### src/rtl/tensorflowe_dot_engine.sv
// tensorflowe_dot_engine
//
// Purpose:
//   Holds a DEPTH-entry signed weight buffer and computes a DEPTH-length
//   signed dot product against a streamed activation vector. The result can
//   optionally be saturated per accumulation step and clamped by ReLU. It is
//   then serialised one DATA_W-wide word per Ena_out strobe, least-significant
//   word first.
//
// Ports:
//   clk          rising-edge clock
//   rst          asynchronous active-high reset (also zeroes the weight buffer)
//   Datos_in     weight (with Ena_write) or activation (with enable_accu)
//   Ena_write    write Datos_in to weight[wptr]           (IDLE only)
//   enable_accu  acc += Datos_in * weight[aptr]           (IDLE or ACCUM)
//   Ena_read     Datos_out <= weight[rptr]                (IDLE only)
//   Ena_out      Datos_out <= next result word            (RESULT only)
//   clear        synchronous soft clear; weights and Datos_out are kept
//   sat_en       1 = saturate on overflow, 0 = two's-complement wrap
//   relu_en      1 = negative result reads out as zero
//   Datos_out    registered output word
//   out_valid    one-cycle pulse: Datos_out was loaded at the last edge
//   busy         state is ACCUM
//   done         one-cycle pulse after the last activation of a vector
//   state_dbg    current FSM state (IDLE=0, ACCUM=1, RESULT=2)
//
// Handshake: every strobe is a single-cycle request with no backpressure.
// Each cycle, only the highest-priority strobe that is legal in the current
// state acts (clear > Ena_write > enable_accu > Ena_read > Ena_out). The
// other strobes are dropped, not queued. out_valid is high for exactly the
// cycle after the edge that loaded Datos_out.

module tensorflowe_dot_engine #(
  parameter int DATA_W    = 8,
  parameter int DEPTH     = 4,
  parameter int ACC_W     = 24,
  parameter int OUT_WORDS = ACC_W / DATA_W
) (
  input  logic              clk,
  input  logic              rst,
  input  logic [DATA_W-1:0] Datos_in,
  input  logic              Ena_write,
  input  logic              enable_accu,
  input  logic              Ena_read,
  input  logic              Ena_out,
  input  logic              clear,
  input  logic              sat_en,
  input  logic              relu_en,
  output logic [DATA_W-1:0] Datos_out,
  output logic              out_valid,
  output logic              busy,
  output logic              done,
  output logic [1:0]        state_dbg
);

  localparam int PTR_W  = (DEPTH > 1) ? $clog2(DEPTH) : 1;
  localparam int OPTR_W = (OUT_WORDS > 1) ? $clog2(OUT_WORDS) : 1;
  localparam int PROD_W = 2 * DATA_W;

  localparam logic [PTR_W-1:0]  PTR_LAST  = PTR_W'(DEPTH - 1);
  localparam logic [OPTR_W-1:0] OPTR_LAST = OPTR_W'(OUT_WORDS - 1);

  localparam logic signed [ACC_W-1:0] ACC_MAX = {1'b0, {(ACC_W-1){1'b1}}};
  localparam logic signed [ACC_W-1:0] ACC_MIN = {1'b1, {(ACC_W-1){1'b0}}};

  typedef enum logic [1:0] {
    IDLE   = 2'd0,
    ACCUM  = 2'd1,
    RESULT = 2'd2
  } state_t;

  state_t state, state_next;

  logic signed [DATA_W-1:0] weight [DEPTH];
  logic [PTR_W-1:0]         wptr, aptr, rptr;
  logic [OPTR_W-1:0]        optr;
  logic signed [ACC_W-1:0]  acc;

  // Decoded single action for this cycle.
  logic do_clear, do_write, do_accu, do_read, do_out;

  // Accumulate datapath.
  logic signed [PROD_W-1:0] product;
  logic signed [ACC_W-1:0]  addend, base, sum, acc_step;
  logic                     ovf;

  // Output datapath.
  logic signed [ACC_W-1:0]  res;
  logic [DATA_W-1:0]        out_word;

  // Legal-strobe priority decode.
  always_comb begin
    do_clear = clear;
    do_write = !do_clear && Ena_write && (state == IDLE);
    do_accu  = !do_clear && !do_write && enable_accu && (state != RESULT);
    do_read  = !do_clear && !do_write && !do_accu && Ena_read && (state == IDLE);
    do_out   = !do_clear && !do_write && !do_accu && !do_read && Ena_out &&
               (state == RESULT);
  end

  // One multiply-accumulate step. A new vector starting from IDLE always
  // uses zero as its base, so a stale acc can never leak into a fresh result.
  always_comb begin
    product = PROD_W'($signed(Datos_in)) * PROD_W'(weight[aptr]);
    addend  = ACC_W'(product);
    base    = (state == IDLE) ? '0 : acc;
    sum     = base + addend;
    // Overflow occurs only when both addends share a sign and the sum flips it.
    ovf     = (base[ACC_W-1] == addend[ACC_W-1]) &&
              (sum[ACC_W-1] != base[ACC_W-1]);
    if (ovf && sat_en) begin
      acc_step = addend[ACC_W-1] ? ACC_MIN : ACC_MAX;
    end else begin
      acc_step = sum;
    end
  end

  // ReLU is applied at read-out time, so each word sees the current relu_en.
  always_comb begin
    res      = (relu_en && acc[ACC_W-1]) ? '0 : acc;
    out_word = res[optr*DATA_W +: DATA_W];
  end

  // FSM next state.
  always_comb begin
    state_next = state;
    if (do_clear) begin
      state_next = IDLE;
    end else if (do_accu) begin
      state_next = (aptr == PTR_LAST) ? RESULT : ACCUM;
    end else if (do_out && (optr == OPTR_LAST)) begin
      state_next = IDLE;
    end
  end

  always_ff @(posedge clk or posedge rst) begin
    if (rst) begin
      state <= IDLE;
    end else begin
      state <= state_next;
    end
  end

  // Datapath registers.
  always_ff @(posedge clk or posedge rst) begin
    if (rst) begin
      for (int i = 0; i < DEPTH; i++) begin
        weight[i] <= '0;
      end
      wptr      <= '0;
      aptr      <= '0;
      rptr      <= '0;
      optr      <= '0;
      acc       <= '0;
      Datos_out <= '0;
      out_valid <= 1'b0;
      done      <= 1'b0;
    end else begin
      out_valid <= 1'b0;
      done      <= 1'b0;
      if (do_clear) begin
        wptr <= '0;
        aptr <= '0;
        rptr <= '0;
        optr <= '0;
        acc  <= '0;
      end else if (do_write) begin
        weight[wptr] <= Datos_in;
        wptr         <= (wptr == PTR_LAST) ? '0 : wptr + 1'b1;
      end else if (do_accu) begin
        acc <= acc_step;
        if (aptr == PTR_LAST) begin
          aptr <= '0;
          done <= 1'b1;
        end else begin
          aptr <= aptr + 1'b1;
        end
      end else if (do_read) begin
        Datos_out <= weight[rptr];
        out_valid <= 1'b1;
        rptr      <= (rptr == PTR_LAST) ? '0 : rptr + 1'b1;
      end else if (do_out) begin
        Datos_out <= out_word;
        out_valid <= 1'b1;
        if (optr == OPTR_LAST) begin
          optr <= '0;
          acc  <= '0;
        end else begin
          optr <= optr + 1'b1;
        end
      end
    end
  end

  assign busy      = (state == ACCUM);
  assign state_dbg = state;

endmodule
### config.mk
export PLATFORM = sky130hd
export DESIGN_NAME = tensorflowe_dot_engine
export DESIGN_NICKNAME = d
export VERILOG_FILES = /design/src/rtl/tensorflowe_dot_engine.sv
export SDC_FILE = /design/constraint.sdc
export NUM_CORES = 1
export LEC_CHECK = 0
export CELL_PAD_IN_SITES_DETAIL_PLACEMENT = 0
export CELL_PAD_IN_SITES_GLOBAL_PLACEMENT = 2
export CORE_MARGIN = 2
export CORE_UTILIZATION = 44
export DETAILED_ROUTE_END_ITERATION = 8
export GPL_TIMING_DRIVEN = 0
export PLACE_DENSITY = 0.84
export SKIP_LAST_GASP = 1
export SLEW_MARGIN = 10
export SYNTH_ARGS = -nofsm -noshare
export SYNTH_HDL_FRONTEND = slang
export SYNTH_SLANG_ARGS = --single-unit
### constraint.sdc
create_clock -name clk -period 15.5 [get_ports clk]
set_input_delay 3.1 -clock clk [delete_from_list [all_inputs] [get_ports clk]]
set_output_delay 3.1 -clock clk [all_outputs]
set_load 0.02 [all_outputs]
==> results.cfg, run 1 <==
[setup_path]
critPathTopFamily = adder cells
critPathMaxStageDelay_ps = 750
worstSetupPathDepth = 28
path_class = in -> reg
cp-startpoint = Datos_in[7]
timing.rr.end = acc[11]
cp_max_fo = 13
cp_data_required_time_ps = 15720
critPathCapture = acc[11]
endpoint_kind = flip-flop
cp.buffers_inverters = 7
r2r_cells = 28
arrival_ps = 10730
crit_path_start_kind = input port
cp_slowest_cell = xnor2_2
r2r_start = aptr[0]
rrSetupSlack_ps = 6710

[routing]
wirelength_mm = 17.7
drt-vias-per-instance = 5.38
wire_per_inst_um = 17.3
ant_nets = 0
dr.pass1.iters = 5
num_vias = 5497
drt_iter0_drc = 295
route.detailed.drc = 0

[placement]
post-place-ws_ps = 4590
dp_hpwl_mm = 14.5
portBuffers = 29
place_congestion = 0.838

[clocking]
cts_max_level = 3
cts_tree = done
clk-insertion-delay-late_ps = 340
clkSinkCount = 76
cts_buffer_depth = 2
postCtsHoldBufs = 0
cts-buffers-inserted = 9
cts.clk_slew.worst_paths_ps = 60
cts-resized-gates = 0
post_cts_buffers = 0
clockRootBuffer = clkbuf_16

[floorplan]
dieWidth_um = 134
ios = 30
start_util = 0.449
die_h_um = 134
core_um2 = 16600
die-area_um2 = 18000
fp-row-count = 47

[run_status]
status = complete, no violations

[yosys]
yosysSeqAreaShare = 0.256
synthAdderAreaFrac = 0.248
yosysWarningCount = 0
synth_top_area_share = 0.256
synth_top_family_by_area = adder cells
syn_inst = 756
yosysMostFrequentCell = inv_1
syn_avg_cell_area_um2 = 9.84
yosys.cell_types.count = 60
ys_ff_latch = 76
synth_common_cells = 100 x inv_1, 76 x dfrtp_1, 58 x ha_1
synthMuxAreaShare = 0.109
synthXorXnorAreaFrac = 0.0446
synthArstFlopShare = 1.00
synth_top_cell_by_area = dfrtp_1
synth-compound-area-share = 0.139
synth_flop_cell = dfrtp_1
syn_area_um2 = 7440
syn-num-nets = 887
synth-simple-area-share = 0.136
synth_edf_count = 0
synthTopCellsByArea = dfrtp_1 26%, fa_1 15%, ha_1 9.8%

[global_routing]
grt_pass1_wl_mm = 29.0
antenna_found_initial = 0
first_global_vias = 5791
grt-ovfl-total = 0
grt_max_degree = 45
grtUsageTotal = 0.206

[sta]
tns_ps = 0
fin_crit_sh = 0.678
tightest_slew_ps = 973
finClkSkew_ps = 7.67
setup_ws_ps = 4990
slew_viol_final = 0
setup_viol = 0
hold_viol = 0
rsz0062_at_grt = no
fin_crit_ps = 10510
relSlewSlack = 0.348
max_freq_mhz = 95.1

[cells_and_area]
areaGrowthSynthToFinish_pct = 11.8
nets = 928
post-route-util = 0.502
antenna_cells = 0
layout-drive-gt1-share = 0.102

[job]
maxCapViolations = 0

[worst_hold_path]
hp-class = reg -> reg
-- worst min-delay path by stage --
stage / start / end / slack (ps) / cells past startpoint
floorplan: acc[0] / acc[0] / 450 / 2
global placement: acc[0] / acc[0] / 480 / 2
detailed placement: Datos_out[7] / Datos_out[7] / 500 / 2
CTS: Datos_out[7] / Datos_out[7] / 510 / 2
global route: Datos_out[7] / Datos_out[7] / 550 / 2
finish: Datos_out[7] / Datos_out[7] / 500 / 2
-- registers in the layout, summed over array words and instances, names as in the netlist --
name	count
wptr	2
aptr	2
done	1
state_dbg	2
Datos_out	8
optr	2
rptr	2
weight	32
acc	24
out_valid	1
-- metal layers --
layer  wire, um  global-route usage  vias up
met4        283              0.0509        0
li1           -                   -     2663
met5          0                   0        -
met1       7820               0.264     2728
met3        621              0.0370       14
met2       8950               0.363       92
-- final cells by class --
| cell class | instances | area (um^2) |
|---|---|---|
| buffer | 29 | 133 |
| tap | 220 | 275 |
| clock inverter | 5 | 63.8 |
| timing repair buffer | 30 | 310 |
| fill | 1581 | 8260 |
| clock buffer | 10 | 229 |
| inverter | 100 | 378 |
| multi-input combinational | 551 | 5030 |
| sequential | 76 | 1900 |
-- worst register-to-register path, delay by kind of cell, from the launching register on --
family	cells	cell delay [ps]
xor+xnor	1	750
simple gates	1	260
mux	1	740
compound gates	13	2330
buf+inv	6	1130
fa+ha+maj	6	3040
flops	1	400
-- logic make-up (layout without fill, tap and decap cells) --
kind of cell,count (synthesis),after routing
buf+inv,129,174
fa+ha+maj,114,114
flops,76,76
mux,58,58
simple gates,196,196
xor+xnor,37,37
compound gates,146,146
-- metrics by stage --
step / hold WS, ps / area [um^2] / instances
global route: 545 / 8320 / 1021
detailed placement: 496 / 8030 / 1006
global placement: 479 / 8010 / 1005
CTS: 508 / 8320 / 1021
floorplan: 452 / 7440 / 756
finish: 496 / 8320 / 1021
-- placed cells by master, fill, tap and decap left out, types with 28 or more instances in the layout --
cell type,instances
a21oi_1,46
and2_1,50
clkdlybuf4s50_1,29
dfrtp_1,76
fa_1,56
ha_1,58
inv_1,99
mux2_2,33
nand2_1,52
nor2_1,34
nor2b_1,28
xnor2_1,28
Power of run 1 is left out: the tool's default activity adds up to more than one toggle a clock period on the data nets, which glitch-free logic cannot reach.
==> inputs of run 2 (changes only) <==
Settings changed: CORE_UTILIZATION 44 to 41, PLACE_DENSITY 0.84 to 0.79.
Clock period 15.5 ns to 10.6 ns, I/O delays scaled along.
==> results.cfg, run 2 (synthesis results as in run 1) <==
[run_status]
status = complete, no violations

[routing]
num_vias = 5492
route.detailed.drc = 0
wirelength_mm = 17.9
wire_per_inst_um = 17.4
drt-vias-per-instance = 5.33
ant_nets = 0
dr.pass1.iters = 4
drt_iter0_drc = 230

[clocking]
cts_max_level = 3
clkSinkCount = 76
postCtsHoldBufs = 0
cts.clk_slew.worst_paths_ps = 60
cts-buffers-inserted = 9
clockRootBuffer = clkbuf_16
cts-resized-gates = 0
clk-insertion-delay-late_ps = 340
cts_buffer_depth = 2
cts_tree = done
post_cts_buffers = 0

[sta]
tns_ps = 0
hold_viol = 0
tightest_slew_ps = 1000
finClkSkew_ps = 10.1
rsz0062_at_grt = no
fin_crit_sh = 0.898
relSlewSlack = 0.327
max_freq_mhz = 105
slew_viol_final = 0
setup_viol = 0
fin_crit_ps = 9520

[global_routing]
antenna_found_initial = 0
grt-ovfl-total = 0
grtUsageTotal = 0.190
grt_max_degree = 43
busiest_layer = met2
use_met2 = 0.328
grt_pass1_wl_mm = 29.2
use_met3 = 0.0280
first_global_vias = 5639
use_met1 = 0.254

[setup_path]
cp_data_required_time_ps = 10870
crit_path_start_kind = input port
r2r_start = aptr[0]
cp-startpoint = Datos_in[7]
cp_max_fo = 13
endpoint_kind = flip-flop
arrival_ps = 9790
path_class = in -> reg

[floorplan]
die_h_um = 139
ios = 30
start_util = 0.416
core_um2 = 17900
die-area_um2 = 19200
dieWidth_um = 139
fp-row-count = 49

[cells_and_area]
areaGrowthSynthToFinish_pct = 12.5
post-route-util = 0.468
antenna_cells = 0
layout_commonest_cell = inv_1
largest_reg_flops = 32
nets = 928
largest_register = weight
mostFrequentLayoutCells = 99 x inv_1, 76 x dfrtp_1, 58 x ha_1
layout-drive-gt1-share = 0.103
top_regs = weight x32, acc x24, Datos_out x8

[placement]
dp_hpwl_mm = 14.6
place_congestion = 0.806
portBuffers = 29

[worst_hold_path]
hp-class = reg -> reg
hold_start = Datos_out[7]

[job]
maxCapViolations = 0
[run 2: changes by cell type in the layout (fill, tap and decap cells not counted), sizes merged]
cell / before / now
bufinv: 1 / 2
clkbuf: 30 / 31
clkinv: 3 / 2
[run 2: worst max-delay path, stage by stage]
cell             delay, ps
clkdlybuf4s50_1        420
clkbuf_1               220
and2_1                 240
fa_1                   620
inv_1                  150
fa_1                   560
inv_1                   60
fa_1                   530
inv_1                   60
fa_1                   540
inv_1                   50
ha_1                   340
a21o_1                 170
a21oi_1                180
o31ai_2                120
a21oi_1                190
o21bai_2                90
xnor2_2                770
ha_1                   390
and4_1                 270
and2_1                 140
a211oi_1                40
o21a_1                 200
a31o_4                 220
o21a_4                 250
nor4_2                 410
buf_4                  260
a221o_1                130
[run 2: worst paths after layout]
path | to | slack, ps | cells after the start
worst max-delay path | acc[14] | 1080 | 28
worst min-delay path | Datos_out[7] | 500 | 2
worst max register to register | acc[14] | 1770 | 28
worst min register to register | Datos_out[7] | 500 | 2
max in group asynchronous | weight[6] | 7820 | 3
min in group asynchronous | wptr[0] | 2190 | 2
[run 2: final cells by class]
class / instances / area, um^2
plain buffers: 29 / 133
clock buffers: 11 / 243
clock inverters: 5 / 85.1
fillers: 1702 / 9530
inverters: 100 / 378
multi-input cells: 551 / 5030
flip-flops and latches: 76 / 1900
well taps: 229 / 287
repair buffers: 30 / 310
[run 2: metrics by stage]
step | hold slack (ps) | area (um^2) | instances | setup WS, ps
2_1_floorplan | 452 | 7440 | 756 | 2150
5_1_grt | 538 | 8370 | 1031 | 585
4_1_cts | 500 | 8370 | 1031 | 999
3_3_place_gp | 480 | 8020 | 1014 | 794
6_report | 504 | 8370 | 1031 | 1080
3_5_place_dp | 488 | 8040 | 1015 | 673
[run 2: per-layer routing]
metal	part of all wire	vias to the layer above
li1	-	2655
met4	0.017	0
met5	0	-
met1	0.46	2729
met3	0.038	25
met2	0.49	83
Power of run 2 is left out for the same reason.
